===== src/rtl/tartaruga_pkg.sv =====
`default_nettype none
// ============================================================================
// Module      : tartaruga_pkg
// Description : Shared types and constants for the tartaruga pipeline
//               (writeback bundle, bus and register-index types).
// Revision    : 1.0 - initial release
// ============================================================================
package tartaruga_pkg;

  localparam int NUM_REGS = 32;

  typedef logic [31:0] bus32_t;
  typedef logic [4:0]  reg_idx_t;

  // Decoded-instruction fields the writeback stage cares about
  typedef struct packed {
    logic     valid;
    reg_idx_t rd;
    logic     regfile_we;
  } instr_t;

  // Bundle handed from the memory stage to writeback
  typedef struct packed {
    instr_t instr;
    bus32_t result;
    logic   branch_taken;
  } mem_to_wb_t;

endpackage : tartaruga_pkg
`default_nettype wire


===== src/rtl/wb_regfile_if.sv =====
`default_nettype none
// ============================================================================
// Module      : wb_regfile_if
// Description : Bus bundle between the pipeline and the writeback/regfile
//               block: memory-stage input, decode read ports and writeback
//               status outputs.
// Revision    : 1.0 - initial release
// ============================================================================
interface wb_regfile_if;
  import tartaruga_pkg::*;

  mem_to_wb_t  mem_to_wb_i;
  reg_idx_t    rs1_addr_i;
  reg_idx_t    rs2_addr_i;
  bus32_t      rs1_data_o;
  bus32_t      rs2_data_o;
  logic        wb_we_o;
  reg_idx_t    wb_rd_o;
  bus32_t      wb_data_o;
  logic [63:0] instret_o;
  logic        branch_retired_o;

  // Pipeline side: drives the bundle and read addresses
  modport master (
    output mem_to_wb_i, rs1_addr_i, rs2_addr_i,
    input  rs1_data_o, rs2_data_o, wb_we_o, wb_rd_o, wb_data_o,
           instret_o, branch_retired_o
  );

  // Writeback/regfile side
  modport slave (
    input  mem_to_wb_i, rs1_addr_i, rs2_addr_i,
    output rs1_data_o, rs2_data_o, wb_we_o, wb_rd_o, wb_data_o,
           instret_o, branch_retired_o
  );
endinterface : wb_regfile_if
`default_nettype wire


===== src/rtl/wb_regfile_regfile.sv =====
`default_nettype none
// ============================================================================
// Module      : regfile
// Description : Architectural register array, two combinational read ports
//               with write-through bypass, one synchronous write port,
//               index 0 hardwired to zero.
// Revision    : 1.0 - initial release
// ============================================================================
module regfile
  import tartaruga_pkg::*;
#(
  parameter int NUM_REGS = 32,
  parameter int XLEN     = 32
) (
  input  wire logic            clk_i,
  input  wire logic            rstn_i,
  input  wire logic            i_we,
  input  wire reg_idx_t        i_waddr,
  input  wire logic [XLEN-1:0] i_wdata,
  input  wire reg_idx_t        i_raddr1,
  input  wire reg_idx_t        i_raddr2,
  output logic      [XLEN-1:0] o_rdata1,
  output logic      [XLEN-1:0] o_rdata2
);

  logic [XLEN-1:0] r_regs [NUM_REGS];

  // Write port: entry 0 is never loaded so it stays at its reset value of 0
  always_ff @(posedge clk_i or negedge rstn_i) begin
    if (!rstn_i) begin
      for (int i = 0; i < NUM_REGS; i++) r_regs[i] <= '0;
    end else begin
      for (int i = 1; i < NUM_REGS; i++) begin
        if (i_we && (i_waddr == reg_idx_t'(i))) r_regs[i] <= i_wdata;
      end
    end
  end

  // Read ports: x0 wins over bypass, bypass wins over stored contents
  always_comb begin
    o_rdata1 = r_regs[i_raddr1];
    o_rdata2 = r_regs[i_raddr2];
    if (i_we && (i_raddr1 == i_waddr)) o_rdata1 = i_wdata;
    if (i_we && (i_raddr2 == i_waddr)) o_rdata2 = i_wdata;
    if (i_raddr1 == '0) o_rdata1 = '0;
    if (i_raddr2 == '0) o_rdata2 = '0;
  end

endmodule : regfile
`default_nettype wire


===== src/rtl/wb_regfile.sv =====
`default_nettype none
// ============================================================================
// Module      : wb_regfile
// Description : Writeback stage wrapper: commit decode, register file,
//               retired-instruction counter and taken-branch pulse.
// Revision    : 1.0 - initial release
// ============================================================================
module wb_regfile
  import tartaruga_pkg::*;
#(
  parameter int NUM_REGS = tartaruga_pkg::NUM_REGS,
  parameter int XLEN     = 32
) (
  input  wire logic  clk_i,
  input  wire logic  rstn_i,
  wb_regfile_if.slave bus
);

  logic        w_valid;
  logic        w_commit;
  logic [63:0] r_instret;

  assign w_valid  = bus.mem_to_wb_i.instr.valid;
  // rd == 0 is filtered here so x0 never shows up as a write to consumers
  assign w_commit = w_valid & bus.mem_to_wb_i.instr.regfile_we
                  & (bus.mem_to_wb_i.instr.rd != '0);

  regfile #(
    .NUM_REGS (NUM_REGS),
    .XLEN     (XLEN)
  ) u_regfile (
    .clk_i    (clk_i),
    .rstn_i   (rstn_i),
    .i_we     (w_commit),
    .i_waddr  (bus.mem_to_wb_i.instr.rd),
    .i_wdata  (bus.mem_to_wb_i.result),
    .i_raddr1 (bus.rs1_addr_i),
    .i_raddr2 (bus.rs2_addr_i),
    .o_rdata1 (bus.rs1_data_o),
    .o_rdata2 (bus.rs2_data_o)
  );

  // Retired-instruction counter: every valid bundle counts, wraps mod 2^64
  always_ff @(posedge clk_i or negedge rstn_i) begin
    if (!rstn_i)      r_instret <= '0;
    else if (w_valid) r_instret <= r_instret + 64'd1;
  end

  assign bus.wb_we_o          = w_commit;
  assign bus.wb_rd_o          = bus.mem_to_wb_i.instr.rd;
  assign bus.wb_data_o        = bus.mem_to_wb_i.result;
  assign bus.instret_o        = r_instret;
  assign bus.branch_retired_o = w_valid & bus.mem_to_wb_i.branch_taken;

endmodule : wb_regfile
`default_nettype wire


===== src/flat_wrapper.sv =====
// flat-port wrapper written by rule: the top's interface ports become plain ports
module wb_regfile_flat import tartaruga_pkg::*;
#(
  parameter int NUM_REGS = tartaruga_pkg::NUM_REGS,
  parameter int XLEN     = 32
)
  (clk_i, rstn_i, bus_mem_to_wb_i, bus_rs1_addr_i, bus_rs2_addr_i, bus_rs1_data_o, bus_rs2_data_o, bus_wb_we_o, bus_wb_rd_o, bus_wb_data_o, bus_instret_o, bus_branch_retired_o);
  wb_regfile_if bus_i ();
  input  wire logic clk_i;
  input  wire logic rstn_i;
  input wire logic [$bits(bus_i.mem_to_wb_i)-1:0] bus_mem_to_wb_i;
  input wire logic [$bits(bus_i.rs1_addr_i)-1:0] bus_rs1_addr_i;
  input wire logic [$bits(bus_i.rs2_addr_i)-1:0] bus_rs2_addr_i;
  output wire logic [$bits(bus_i.rs1_data_o)-1:0] bus_rs1_data_o;
  output wire logic [$bits(bus_i.rs2_data_o)-1:0] bus_rs2_data_o;
  output wire logic [$bits(bus_i.wb_we_o)-1:0] bus_wb_we_o;
  output wire logic [$bits(bus_i.wb_rd_o)-1:0] bus_wb_rd_o;
  output wire logic [$bits(bus_i.wb_data_o)-1:0] bus_wb_data_o;
  output wire logic [$bits(bus_i.instret_o)-1:0] bus_instret_o;
  output wire logic [$bits(bus_i.branch_retired_o)-1:0] bus_branch_retired_o;
  assign bus_i.mem_to_wb_i = bus_mem_to_wb_i;
  assign bus_i.rs1_addr_i = bus_rs1_addr_i;
  assign bus_i.rs2_addr_i = bus_rs2_addr_i;
  assign bus_rs1_data_o = bus_i.rs1_data_o;
  assign bus_rs2_data_o = bus_i.rs2_data_o;
  assign bus_wb_we_o = bus_i.wb_we_o;
  assign bus_wb_rd_o = bus_i.wb_rd_o;
  assign bus_wb_data_o = bus_i.wb_data_o;
  assign bus_instret_o = bus_i.instret_o;
  assign bus_branch_retired_o = bus_i.branch_retired_o;
  wb_regfile #(.NUM_REGS(NUM_REGS), .XLEN(XLEN)) u_core (.clk_i(clk_i), .rstn_i(rstn_i), .bus(bus_i));
endmodule

===== config.mk =====
export PLATFORM = sky130hd
export DESIGN_NAME = wb_regfile_flat
export DESIGN_NICKNAME = d
export VERILOG_FILES = /design/src/rtl/tartaruga_pkg.sv /design/src/rtl/wb_regfile_if.sv /design/src/rtl/wb_regfile_regfile.sv /design/src/rtl/wb_regfile.sv /design/src/flat_wrapper.sv
export SDC_FILE = /design/constraint.sdc
export NUM_CORES = 2
export LEC_CHECK = 0
export ABC_AREA = 1
export CORE_AREA = 4 4 369 371
export DETAILED_ROUTE_END_ITERATION = 8
export DIE_AREA = 0 0 373 375
export MAX_ROUTING_LAYER = met4
export PLACE_DENSITY_LB_ADDON = 0.1
export SLEW_MARGIN = 30
export SYNTH_ARGS = -nofsm -noshare
export SYNTH_HDL_FRONTEND = slang
export SYNTH_HIERARCHICAL = 1
export SYNTH_SLANG_ARGS = --single-unit

===== constraint.sdc =====
create_clock -name clk_i -period 4.7 [get_ports clk_i]
set_input_delay 0.94 -clock clk_i [delete_from_list [all_inputs] [get_ports clk_i]]
set_output_delay 0.94 -clock clk_i [all_outputs]
set_load 0.02 [all_outputs]

==> results.py <==
metrics = {
    "sta": {
        "timing.final.crit_share_pct": 102,
        "slew_violations": 0,
        "tightest_slew_ps": 999,
        "hold_slack_ps": 201,
        "slew_headroom_pct": 33.4,
        "rsz0062_at_grt": "true",
        "skew_ps": 12.0,
        "worst_slack_ps": -78.3,
        "fin_crit_ps": 4780,
        "hold_violations": 0,
        "finalSetupTns_ps": -153,
        "setup_viol": 3,
        "fmax_mhz": 209,
    },
    "route": {
        "ant_nets": 0,
        "wl_mm": 247,
        "vias": 60000,
        "dr.pass1.iters": 6,
        "routed_via_density": 5.88,
        "drc": 0,
        "wl_per_cell_um": 24.2,
        "drt-initial-drc-count": 8325,
    },
    "finish": {
        "area_growth_syn_to_layout_pct": 14.7,
        "fin_util_pct": 51.2,
        "finalInstanceArea_um2": 68100,
        "final_common_cell": "nand2_1",
        "finalNetCount": 8384,
        "drive_above_1_share_pct": 6.67,
        "mostFrequentLayoutCells": "nand2_1, o21ai_0, dfrtp_1, nor2_1, nand3_1",
    },
    "logic_synthesis": {
        "syn_area_per_cell_um2": 7.00,
        "synthFlopType": "dfrtp_1",
        "synth_top_family_by_area": "simple AND/OR/NAND/NOR gates",
        "ys_types": 33,
        "synth-compound-area-share_pct": 18.4,
        "syn_area_um2": 59400,
        "ys.warnings.count": 70,
        "synthMuxAreaShare_pct": 0,
        "yosysSeqAreaShare_pct": 44.5,
        "synth_edf_count": 0,
        "syn-num-nets": 8540,
        "synthAdderAreaFrac_pct": 0.0211,
        "synthArstFlopShare_pct": 100,
        "synth_seq_cells": 1056,
        "synth_xor_area_share_pct": 0.545,
        "synth_cells": 8487,
        "synthSimpleGateAreaFrac_pct": 27.8,
    },
    "power": {
        "switching_power_mw": 7.84,
        "switching_share_pct": 30.8,
        "p_clk_share_pct": 38.8,
        "intPower_mw": 17.6,
        "p_per_area_nw_per_um2": 374,
        "pwr-share-seq_pct": 43.6,
        "p_total_mw": 25.5,
        "power_frac_comb_pct": 17.5,
        "power.leakage_nw": 31.1,
        "ir_drop_v": 0.000320,
    },
    "critical_path": {
        "cp-startpoint": "bus_mem_to_wb_i[37]",
        "worstReg2RegEnd": "u_core/bus.instret_o[42]",
        "regToRegSetupSlack_ps": 2740,
        "crit_chain": "clkdlybuf4s50_1 > nor3_1 > nand2_2 > nand3_1 > inv_1 > inv_1 > a21oi_1 > nand3_4 > buf_16 > nand3_1 > nand2_1 > inv_1 > clkdlybuf4s50_1",
        "crit_top_cell": "inv_1",
        "crit_type": "primary input to primary output",
        "cp-start-kind": "primary input",
        "arrival_ps": 3840,
        "r2r_cells": 10,
        "slowest_delay_ps": 600,
        "r2r_start": "u_core/bus.instret_o[0]",
        "endpoint_kind": "primary output",
        "cp_max_fo": 40,
        "cp_data_required_time_ps": 3760,
        "slowest_stage": "clkdlybuf4s50_1",
        "endpoint": "bus_rs2_data_o[3]",
    },
    "die": {
        "initial_utilization_pct": 44.7,
        "fp.dieArea_um2": 140000,
        "io_pins": 219,
        "fp.dieH_um": 375,
        "core_um2": 133000,
        "fp.dieW_um": 373,
        "num_rows": 134,
    },
    "clock_tree": {
        "cts_max_path_buffers": 3,
        "cts-root-buf": "clkbuf_16",
        "cts_tree": "done",
        "cts_num_sinks": 1056,
        "postCtsSetupBuffers": 0,
        "cts_buffers": 120,
        "clock_latency_ps": 740,
        "htreeDepth": 3,
        "cts_hold_buf": 0,
        "clk_pin_slew_ps": 60,
    },
    "worst_hold_path": {
        "hp-class": "primary input to async pin",
    },
    "place": {
        "io_buffers": 218,
        "dpl_cell_area_um2": 63900,
        "hpwl_mm": 145,
        "routabilityCongestion": 0.915,
    },
    "global_route": {
        "grt_pass1_wl_mm": 368,
        "grt_max_degree": 142,
        "antenna_found_initial": 7,
        "grt_pass1_vias": 55900,
        "grt_overflow": 0,
        "track_usage_pct": 35.4,
    },
    "outcome": {
        "violations": "setup timing",
        "status": "finished, violations left",
    },
    "run": {
        "max_cap_violations": 0,
    },
}
worst min path at each step:
| stage | from | endpoint | slack, ps |
|---|---|---|---|
| CTS | rstn_i | u_core/bus.instret_o[10] | 240 |
| global route | rstn_i | u_core/bus.instret_o[10] | 240 |
| finish | rstn_i | u_core/bus.instret_o[10] | 200 |
| detailed placement | u_core/u_regfile/r_regs[820] | u_core/u_regfile/r_regs[820] | 470 |
| global placement | u_core/u_regfile/r_regs[902] | u_core/u_regfile/r_regs[902] | 470 |
| floorplan | u_core/u_regfile/r_regs[101] | u_core/u_regfile/r_regs[101] | 450 |
cells by family (layout without fill, tap and decap cells):
family | after synthesis | count (layout)
AND/OR/NAND/NOR | 4080 | 4080
AO/OA/AOI/OAI | 2048 | 2048
buffers and inverters | 1265 | 1210
flip-flops | 1056 | 1056
XOR/XNOR | 37 | 37
adder cells (fa/ha/maj) | 1 | 1
other | 0 | 4
power by group through the flow:
| stage | registers (mW) | logic (mW) | clock network [mW] |
|---|---|---|---|
| 2_1_floorplan | 11.0 | 2.75 | 0 |
| 3_3_place_gp | 11.2 | 4.32 | 0 |
| 3_5_place_dp | 11.2 | 4.40 | 0 |
| 4_1_cts | 11.1 | 4.41 | 10.0 |
| 5_1_grt | 11.2 | 4.99 | 10.4 |
| 6_report | 11.1 | 4.46 | 9.89 |
critical path, delay by kind of cell:
family	cells	cell delay (ps)
buf+inv	6	1590
simple gates	6	940
compound gates	1	220
per-stage QoR:
stage                     instances  setup WS (ps)
after floorplan                8487           1220
after global placement         9977           -195
after detailed placement       9977           -243
after CTS                     10200           2.68
after global routing          10200           -132
final                         10200          -78.3
sequential cells by signal, indices dropped and copies added (netlist names):
name,cells
u_core/bus.instret_o,64
u_core/u_regfile/r_regs,992
what timing repair did:
action,in CTS,in global routing
pin swaps,0,1
endpoints found under the setup margin,4,52
gates resized for setup,5,18
cell usage after synthesis (2+ instances only):
master / n / area [µm²]
clkbuf_1: 440 / 1650
a31oi_1: 25 / 156
buf_2: 177 / 886
o211ai_1: 249 / 1870
nor2_2: 12 / 75.1
xnor2_1: 11 / 96.3
nand2_1: 2622 / 9840
nand3b_1: 12 / 90.1
o21ai_1: 6 / 30.0
or2_2: 27 / 169
a21oi_1: 396 / 1980
buf_1: 39 / 146
nor3_2: 2 / 20.0
dfrtp_1: 1056 / 26400
nand3_1: 587 / 2940
buf_6: 2 / 22.5
nand3_2: 3 / 30.0
nand4_1: 72 / 450
nor3_1: 21 / 105
o22ai_1: 4 / 25.0
nor2_1: 703 / 2640
inv_2: 6 / 22.5
nand2_2: 7 / 43.8
o21ai_0: 1368 / 6850
inv_1: 541 / 2030
buf_4: 60 / 450
xor2_1: 26 / 228
nor2_4: 8 / 90.1
final cells by class:
type                    count  area, µm²
diodes                      4       10.0
clock buffers             174       3530
flip-flops and latches   1056      26400
multi-input cells        6166      28200
well taps                1768       2210
fillers                 13100      64800
inverters                 547       2090
repair buffers            440       5080
clock inverters            49        587
layer usage:
layer	global-route usage [%]	wire (µm)
met1	48.6	103000
met2	52.2	106000
met3	7.04	27200
met4	12.6	10200
met5	-	0
Power figures use the tool's default switching activity.
